==> config.mk <==
export PLATFORM = sky130hd
export DESIGN_NAME = bcd_conversion_scheduler
export DESIGN_NICKNAME = d
export VERILOG_FILES = /design/src/rtl/bcd_conversion_scheduler.sv
export SDC_FILE = /design/constraint.sdc
export NUM_CORES = 1
export LEC_CHECK = 0
export BUFFER_PORTS_ARGS = -buffer_cell sky130_fd_sc_hd__buf_2
export CORE_MARGIN = 8
export CORE_UTILIZATION = 55
export DETAILED_ROUTE_END_ITERATION = 16
export PLACE_DENSITY = 0.79
export SLEW_MARGIN = 5
export SYNTH_ARGS = -nofsm -noshare
export SYNTH_HDL_FRONTEND = slang
export SYNTH_SLANG_ARGS = --single-unit
==> constraint.sdc <==
create_clock -name i_Clock -period 2.3 [get_ports i_Clock]
set_input_delay 0.46 -clock i_Clock [delete_from_list [all_inputs] [get_ports i_Clock]]
set_output_delay 0.46 -clock i_Clock [all_outputs]
set_load 0.03 [all_outputs]
==> src/rtl/bcd_conversion_scheduler.sv <==
// Round-robin scheduler sharing one iterative double-dabble binary-to-BCD engine among NUM_REQ requesters.
// Optional feature: define BCD_SCHED_SKIP_UNCHANGED_EN to skip conversion when a requester's operand is unchanged.
module bcd_conversion_scheduler #(
  parameter int NUM_REQ        = 2,
  parameter int INPUT_WIDTH    = 7,
  parameter int DECIMAL_DIGITS = 2
) (
  input  logic                                i_Clock,
  input  logic                                i_Reset,
  input  logic [NUM_REQ-1:0]                  i_Req,
  input  logic [NUM_REQ*INPUT_WIDTH-1:0]      i_Binary,
  output logic [NUM_REQ-1:0]                  o_Ack,
  output logic [NUM_REQ*DECIMAL_DIGITS*4-1:0] o_BCD,
  output logic                                o_Busy
);

  localparam int DIGW = DECIMAL_DIGITS * 4;
  localparam int IDXW = $clog2(NUM_REQ);
  localparam int CNTW = $clog2(INPUT_WIDTH + 1);

  typedef enum logic [1:0] {
    IDLE,
    ADJUST,
    SHIFT,
    DONE
  } state_t;

  state_t r_State;
  state_t w_NextState;

  logic [IDXW-1:0]          r_Ptr;
  logic [IDXW-1:0]          r_Winner;
  logic [INPUT_WIDTH-1:0]   r_Shift;
  logic [DIGW-1:0]          r_Scratch;
  logic [CNTW-1:0]          r_Count;
  logic [NUM_REQ-1:0]       r_Ack;
  logic [NUM_REQ*DIGW-1:0]  r_BCD;

  logic [NUM_REQ-1:0]       w_Eligible;
  logic                     w_GrantValid;
  logic [IDXW-1:0]          w_GrantIdx;
  logic [INPUT_WIDTH-1:0]   w_GrantOperand;
  logic [DIGW-1:0]          w_Adjusted;
  logic [IDXW-1:0]          w_NextPtr;
  logic                     w_Skip;

  // A requester being acknowledged this cycle is masked so it cannot be re-granted immediately.
  always_comb begin
    w_Eligible   = i_Req & ~r_Ack;
    w_GrantValid = 1'b0;
    w_GrantIdx   = '0;
    for (int i = NUM_REQ - 1; i >= 0; i--) begin
      if (w_Eligible[(int'(r_Ptr) + i) % NUM_REQ]) begin
        w_GrantValid = 1'b1;
        w_GrantIdx   = IDXW'((int'(r_Ptr) + i) % NUM_REQ);
      end
    end
  end

  assign w_GrantOperand = i_Binary[w_GrantIdx*INPUT_WIDTH +: INPUT_WIDTH];

  always_comb begin
    w_Adjusted = r_Scratch;
    for (int d = 0; d < DECIMAL_DIGITS; d++) begin
      if (r_Scratch[d*4 +: 4] > 4'd4) begin
        w_Adjusted[d*4 +: 4] = r_Scratch[d*4 +: 4] + 4'd3;
      end
    end
  end

  assign w_NextPtr = (r_Winner == IDXW'(NUM_REQ - 1)) ? '0 : r_Winner + 1'b1;

`ifdef BCD_SCHED_SKIP_UNCHANGED_EN
  logic [INPUT_WIDTH-1:0] r_CacheOp [NUM_REQ];
  logic [NUM_REQ-1:0]     r_CacheValid;
  logic [INPUT_WIDTH-1:0] r_LastOp;

  assign w_Skip = r_CacheValid[w_GrantIdx] && (r_CacheOp[w_GrantIdx] == w_GrantOperand);

  // The operand is kept aside at grant because the shift register is consumed by the conversion.
  always_ff @(posedge i_Clock) begin
    if (i_Reset) begin
      r_CacheValid <= '0;
      r_LastOp     <= '0;
      for (int k = 0; k < NUM_REQ; k++) begin
        r_CacheOp[k] <= '0;
      end
    end else begin
      if (r_State == IDLE && w_GrantValid) begin
        r_LastOp <= w_GrantOperand;
      end
      if (r_State == DONE) begin
        r_CacheOp[r_Winner]    <= r_LastOp;
        r_CacheValid[r_Winner] <= 1'b1;
      end
    end
  end
`else
  assign w_Skip = 1'b0;
`endif

  always_ff @(posedge i_Clock) begin
    if (i_Reset) begin
      r_State <= IDLE;
    end else begin
      r_State <= w_NextState;
    end
  end

  always_comb begin
    w_NextState = r_State;
    case (r_State)
      IDLE: begin
        if (w_GrantValid) begin
          w_NextState = w_Skip ? DONE : ADJUST;
        end
      end
      ADJUST: w_NextState = SHIFT;
      SHIFT: begin
        if (r_Count == CNTW'(1)) begin
          w_NextState = DONE;
        end else begin
          w_NextState = ADJUST;
        end
      end
      DONE:    w_NextState = IDLE;
      default: w_NextState = IDLE;
    endcase
  end

  // A skipped conversion preloads the scratch with the existing slot so DONE simply rewrites it.
  always_ff @(posedge i_Clock) begin
    if (i_Reset) begin
      r_Ptr     <= '0;
      r_Winner  <= '0;
      r_Shift   <= '0;
      r_Scratch <= '0;
      r_Count   <= '0;
      r_Ack     <= '0;
      r_BCD     <= '0;
    end else begin
      r_Ack <= '0;
      case (r_State)
        IDLE: begin
          if (w_GrantValid) begin
            r_Winner  <= w_GrantIdx;
            r_Shift   <= w_GrantOperand;
            r_Scratch <= w_Skip ? r_BCD[w_GrantIdx*DIGW +: DIGW] : '0;
            r_Count   <= CNTW'(INPUT_WIDTH);
          end
        end
        ADJUST: begin
          r_Scratch <= w_Adjusted;
        end
        SHIFT: begin
          {r_Scratch, r_Shift} <= {r_Scratch[DIGW-2:0], r_Shift, 1'b0};
          r_Count              <= r_Count - 1'b1;
        end
        DONE: begin
          r_BCD[r_Winner*DIGW +: DIGW] <= r_Scratch;
          r_Ack[r_Winner]              <= 1'b1;
          r_Ptr                        <= w_NextPtr;
        end
        default: ;
      endcase
    end
  end

  assign o_Ack  = r_Ack;
  assign o_BCD  = r_BCD;
  assign o_Busy = (r_State != IDLE);

endmodule
==> Yosys cells after proc, flatten, opt, wreduce, memory -nomap -nowiden <==
Index checks and enable logic that the tools add are counted.
{ "classes": {"n_addsub": 6, "mul": 1, "magnitude_cmp": 6, "eq_ne": 7, "shift": 3, "muxes": 24, "bitwise_logic": 4, "reduce_logical": 10} }
{ "op_table": {"columns": ["operator", "count"], "rows": [
  ["4-bit negator with 34-bit output", 1],
  ["8-bit by 34-bit variable shift with 16-bit output (first input constant)", 1],
  ["8-bit by 34-bit indexed part select with 16-bit output", 1],
  ["8-bit one-hot mux with 3 select lines", 1],
  ["16-bit bitwise mux", 1],
  ["7-bit one-hot mux with 2 select lines", 1],
  ["14-bit by 5-bit indexed part select with 7-bit output", 1],
  ["1-bit two-way mux", 11],
  ["4-bit by 2-bit adder with 4-bit output (second input constant)", 2],
  ["4-bit by 3-bit > comparator with 1-bit output (second input constant)", 2],
  ["4-bit two-way mux", 2],
  ["8-bit two-way mux", 1],
  ["2-bit one-hot mux with 4 select lines", 1],
  ["7-bit two-way mux", 1],
  ["2-bit inequality test (second input constant)", 3],
  ["3-bit one-hot mux with 2 select lines", 1],
  ["3-bit AND reduction", 2],
  ["2-bit equality test (second input constant)", 2],
  ["1-bit by 2-bit < comparator with 1-bit output (second input constant)", 2],
  ["1-bit by 3-bit multiplier with 4-bit output (second input constant)", 1],
  ["2-bit two-way mux", 2],
  ["2-bit AND reduction", 2],
  ["2-bit nonzero test", 2],
  ["3-bit by 1-bit equality test with 1-bit output (second input constant)", 1],
  ["15 further kinds", 16]
]} }
{ "totals": {"reg_bits": 40, "input_bits": 18, "out_inout_bits": 19, "elab_cells": 70} }

==> Longest topological paths before layout <==
{ "depth": {"ltp_word": 11, "depth_mapped": 8, "mapped_depth_nobuf": 6} }

==> Least setup slack after synthesis <==
OpenSTA, ideal clock, no wires.
{ "synth_timing": {"path_type": "register to register", "start": "register r_State[0]", "end": "register r_Shift[0]", "setup_time_ns": 0.092, "t_arrival_ns": 1.599, "required_time_ns": 2.208, "path_slack_ns": 0.609, "path_stages_with_launch": 8, "path_buffers": 2, "path_cell_list": "dfxtp_1 -> inv_1 -> ha_1 -> clkbuf_1 -> or2_2 -> o31a_1 -> buf_2 -> o32ai_1"} }
{ "synth_between": {"elab_chain_cells": 3} }
{ "synth_rtl": {"columns": ["element", "line_no", "text"], "rows": [
  ["start: declaration", "28", "state_t r_State;"],
  ["start signal: assignment", "106", "r_State <= w_NextState;"],
  ["2-bit equality test / 2-bit logical NOT (equally long branches)", "143", "case (r_State)"],
  ["2-bit nonzero test (no line) / 2-bit inequality test (equally long branches)", null, null],
  ["2-bit AND reduction (no line)", null, null],
  ["end signal: assignment", "147", "r_Shift <= w_GrantOperand;"],
  ["end signal: assignment", "156", "{r_Scratch, r_Shift} <= {r_Scratch[DIGW-2:0], r_Shift, 1'b0};"],
  ["end: declaration", "33", "logic [INPUT_WIDTH-1:0] r_Shift;"]
]} }
Several ways; a longest one is shown, not always the timed one.
A chain may end at the register's enable or synchronous reset.

==> Final worst setup path <==
{ "layout_timing": {"start": "register r_State[0]", "end": "output port o_Busy"} }
{ "layout_between": {"elab_chain_cells": 1} }
{ "layout_rtl": {"columns": ["element", "line_no", "text"], "rows": [
  ["2-bit nonzero test", "171", "assign o_Busy = (r_State != IDLE);"],
  ["end: declaration", "14", "output logic o_Busy"]
]} }
Every way passes these cells.

==> flow_metrics.tcl <==
set metrics [dict create \
    outcome "finished clean" \
    grt_start_max_net_pins 49 \
    power_per_cell_area_mw_per_mm2 684 \
    grt_remaining_overflow 0 \
    detailedRoute.firstPassIterationCount 4 \
    maxCapViolations 0 \
    timing.clock.skew_ns 0.00850 \
    synth.net_count 286 \
    min_period_over_period_pct 83.9 \
    timing_worst_slew_pin_value_ns 0.788 \
    maxSlewHeadroom_pct 47.5 \
    route.vias.total 1847 \
    clkLatencyLatePin_ns 0.30 \
    final-max-slew-violation-count 0 \
    die_width_um 77.3 \
    finalSetupViolCount 0 \
    asyncSetResetFlopFracSynth_pct 0 \
    data_arrival_at_the_endpoint_of_the_critical_path_ns 1.47 \
    p_int_uw 1100 \
    drt-total-wl_um 4720 \
    clkSinkCount 40 \
    port_buffers 36 \
    groute.usage.overall_pct 16.4 \
    clk_pin_slew_ns 0.08 \
    cts-root-to-sink-buffers 2 \
    floorplan.die_area_mm2 0.00597 \
    layout.cell_area.non_filler_mm2 0.00235 \
    max-vdd-ir-drop_mv 0.457 \
    combPwrFrac_pct 23.4 \
    hold_ws_ns 0.428 \
    grt_pass1_wl_um 8260 \
    power.sequential.fraction_pct 48.4 \
    netSwitchingPower_uw 511 \
    postCtsSetupBuffers 0 \
    fin_setup_tns_ns 0 \
    starting_density_of_the_core_pct 56.9 \
    total_leakage_power_uw 0.000981 \
    dpl_cell_area_mm2 0.00227 \
    detailed_place_hpwl_um 3430 \
    post_cts_hold_buffer_count 0 \
    core-area_mm2 0.00363 \
    ctsResizeCount 0 \
    finalNetCount 318 \
    path_class "register to output port" \
    num_antenna_cells 0 \
    dieHeight_um 77.3 \
    io-pin-count 37 \
    vias_per_cell 5.50 \
    post_synthesis_area_per_instance_um2 8.07 \
    p_sw_share_pct 31.8 \
    synth_top_cell_area_share_pct 38.8 \
    finalPower_uw 1610 \
    layout.cells.most_common_list "nand2_1, dfxtp_1, buf_2" \
    final_replace_weighted_congestion 0.814 \
    grt_antenna_before_repair 0 \
    cts_tree "done" \
    yosys_register_bits 40 \
    clkPwrFrac_pct 28.3 \
    synthTopCellsByArea "dfxtp_1, nand2_1, a21oi_1, ha_1, nand2b_1" \
    min_period_ns 1.93 \
    clockRootBuffer "clkbuf_8" \
    tritoncts.num_buffers 5 \
    number_of_global_route_vias_before_repair 1832 \
    cts-htree-levels 2 \
    synth-edff-count 0 \
    synth.distinct_cells 36 \
    area_growth_syn_to_layout_pct 13.8 \
    dpl_worst_slack_ns 0.502 \
    unrepaired_setup_endpoints_after_global_routing "false" \
    drive_gt1_share_pct 19.4 \
    crit_path_max_fanout 6 \
    kind_of_capture_point_of_the_worst_setup_path "output port" \
    synthesis.instances 256 \
    drc 0 \
    worst_slack_ns 0.370 \
    wl_per_cell_um 14.0 \
    netlist_area_pre_place_mm2 0.00207 \
    final-hold-violation-count 0 \
    layout.cells.most_common "nand2_1" \
    crit_required_ns 1.84 \
    placementRows 22 \
    synthDominantAreaCellType "dfxtp_1" \
    dominant_synthesized_flop_cell "dfxtp_1" \
    share_of_synthesized_area_occupied_by_flip_flops_and_latches_pct 38.8 \
    drt-initial-drc-count 121 \
    ant_nets 0 \
    max_freq_mhz 518 \
    ys.warnings.count 0 \
    holdCritPathClass "primary input to register" \
    worst_setup_sp_type "register" \
]
## sequential cells by signal, summed over array words and instances (netlist names)
name / cells
o_Ack: 2
o_BCD: 16
r_Count: 3
r_Ptr: 1
r_Scratch: 8
r_Shift: 7
r_State: 2
r_Winner: 1
## final cells by class
cell class	instances	area (µm²)
Fill cell	345	1280
Tap cell	48	60.1
Timing Repair Buffer	40	210
Clock buffer	5	68.8
Sequential cell	40	801
Inverter	18	67.6
Multi-Input combinational cell	183	1130
Clock inverter	2	12.5
## final timing paths
| kind | startpoint | endpoint | slack (ns) | cells past startpoint |
|---|---|---|---|---|
| worst max register to register | r_State[0]$_SDFFE_PP0P_ | r_Count[1]$_SDFFE_PP0P_ | 0.52 | 6 |
| worst min register to register | o_BCD[3]$_SDFFE_PP0P_ | o_BCD[3]$_SDFFE_PP0P_ | 0.45 | 2 |
| worst min-delay path | i_Binary[4] | r_Shift[4]$_SDFFE_PP0P_ | 0.43 | 3 |
| worst max-delay path | r_State[0]$_SDFFE_PP0P_ | o_Busy | 0.37 | 4 |
## cell usage after synthesis (all sizes together), types with 3 or more instances
library cell	n
o32ai	5
nor2b	4
clkbuf	9
a32oi	3
a31o	6
a21oi	31
dfxtp	40
nand2	43
mux2i	7
nand2b	13
nand3b	4
ha	12
buf	6
nor2	9
o21ai	11
inv	18
nand3	11
## worst max-delay path: stages, from the launching register on
cell	delay, ns
dfxtp_1	0.43
inv_1	0.12
ha_1	0.28
inv_1	0.13
buf_2	0.22
## metrics by stage
| step | utilization (%) | std cells |
|---|---|---|
| finish | 64.7 | 336 |
| global route | 64.7 | 336 |
| CTS | 64.7 | 336 |
| detailed placement | 62.5 | 329 |
| global placement | 62.5 | 329 |
| floorplan | - | 256 |
## power by group through the flow
stage                     clock [µW]  sequential [µW]  combinational (µW)
after floorplan                    0              782                 297
after global placement             0              791                 364
after detailed placement           0              793                 376
after CTS                        463              777                 377
after global routing             491              787                 428
final                            455              779                 376
## kinds of logic after synthesis
kind of cell | count (synthesis) | synth area share [%]
AND/OR/NAND/NOR | 91 | 21.1
buffers and inverters | 33 | 6.48
flip-flops | 40 | 38.8
XOR/XNOR | 2 | 0.848
adder cells (fa/ha/maj) | 12 | 7.27
multiplexers | 7 | 3.39
AO/OA/AOI/OAI | 71 | 22.2
## layer usage
metal | track usage [%] | wire length (µm) | vias to the layer above
li1 | - | - | 939
met3 | 5.24 | 341 | 6
met4 | 4.91 | 47 | 0
met2 | 27.7 | 2240 | 59
met5 | 0 | 0 | -
met1 | 19.1 | 2090 | 843
Power figures use the tool's default switching activity.
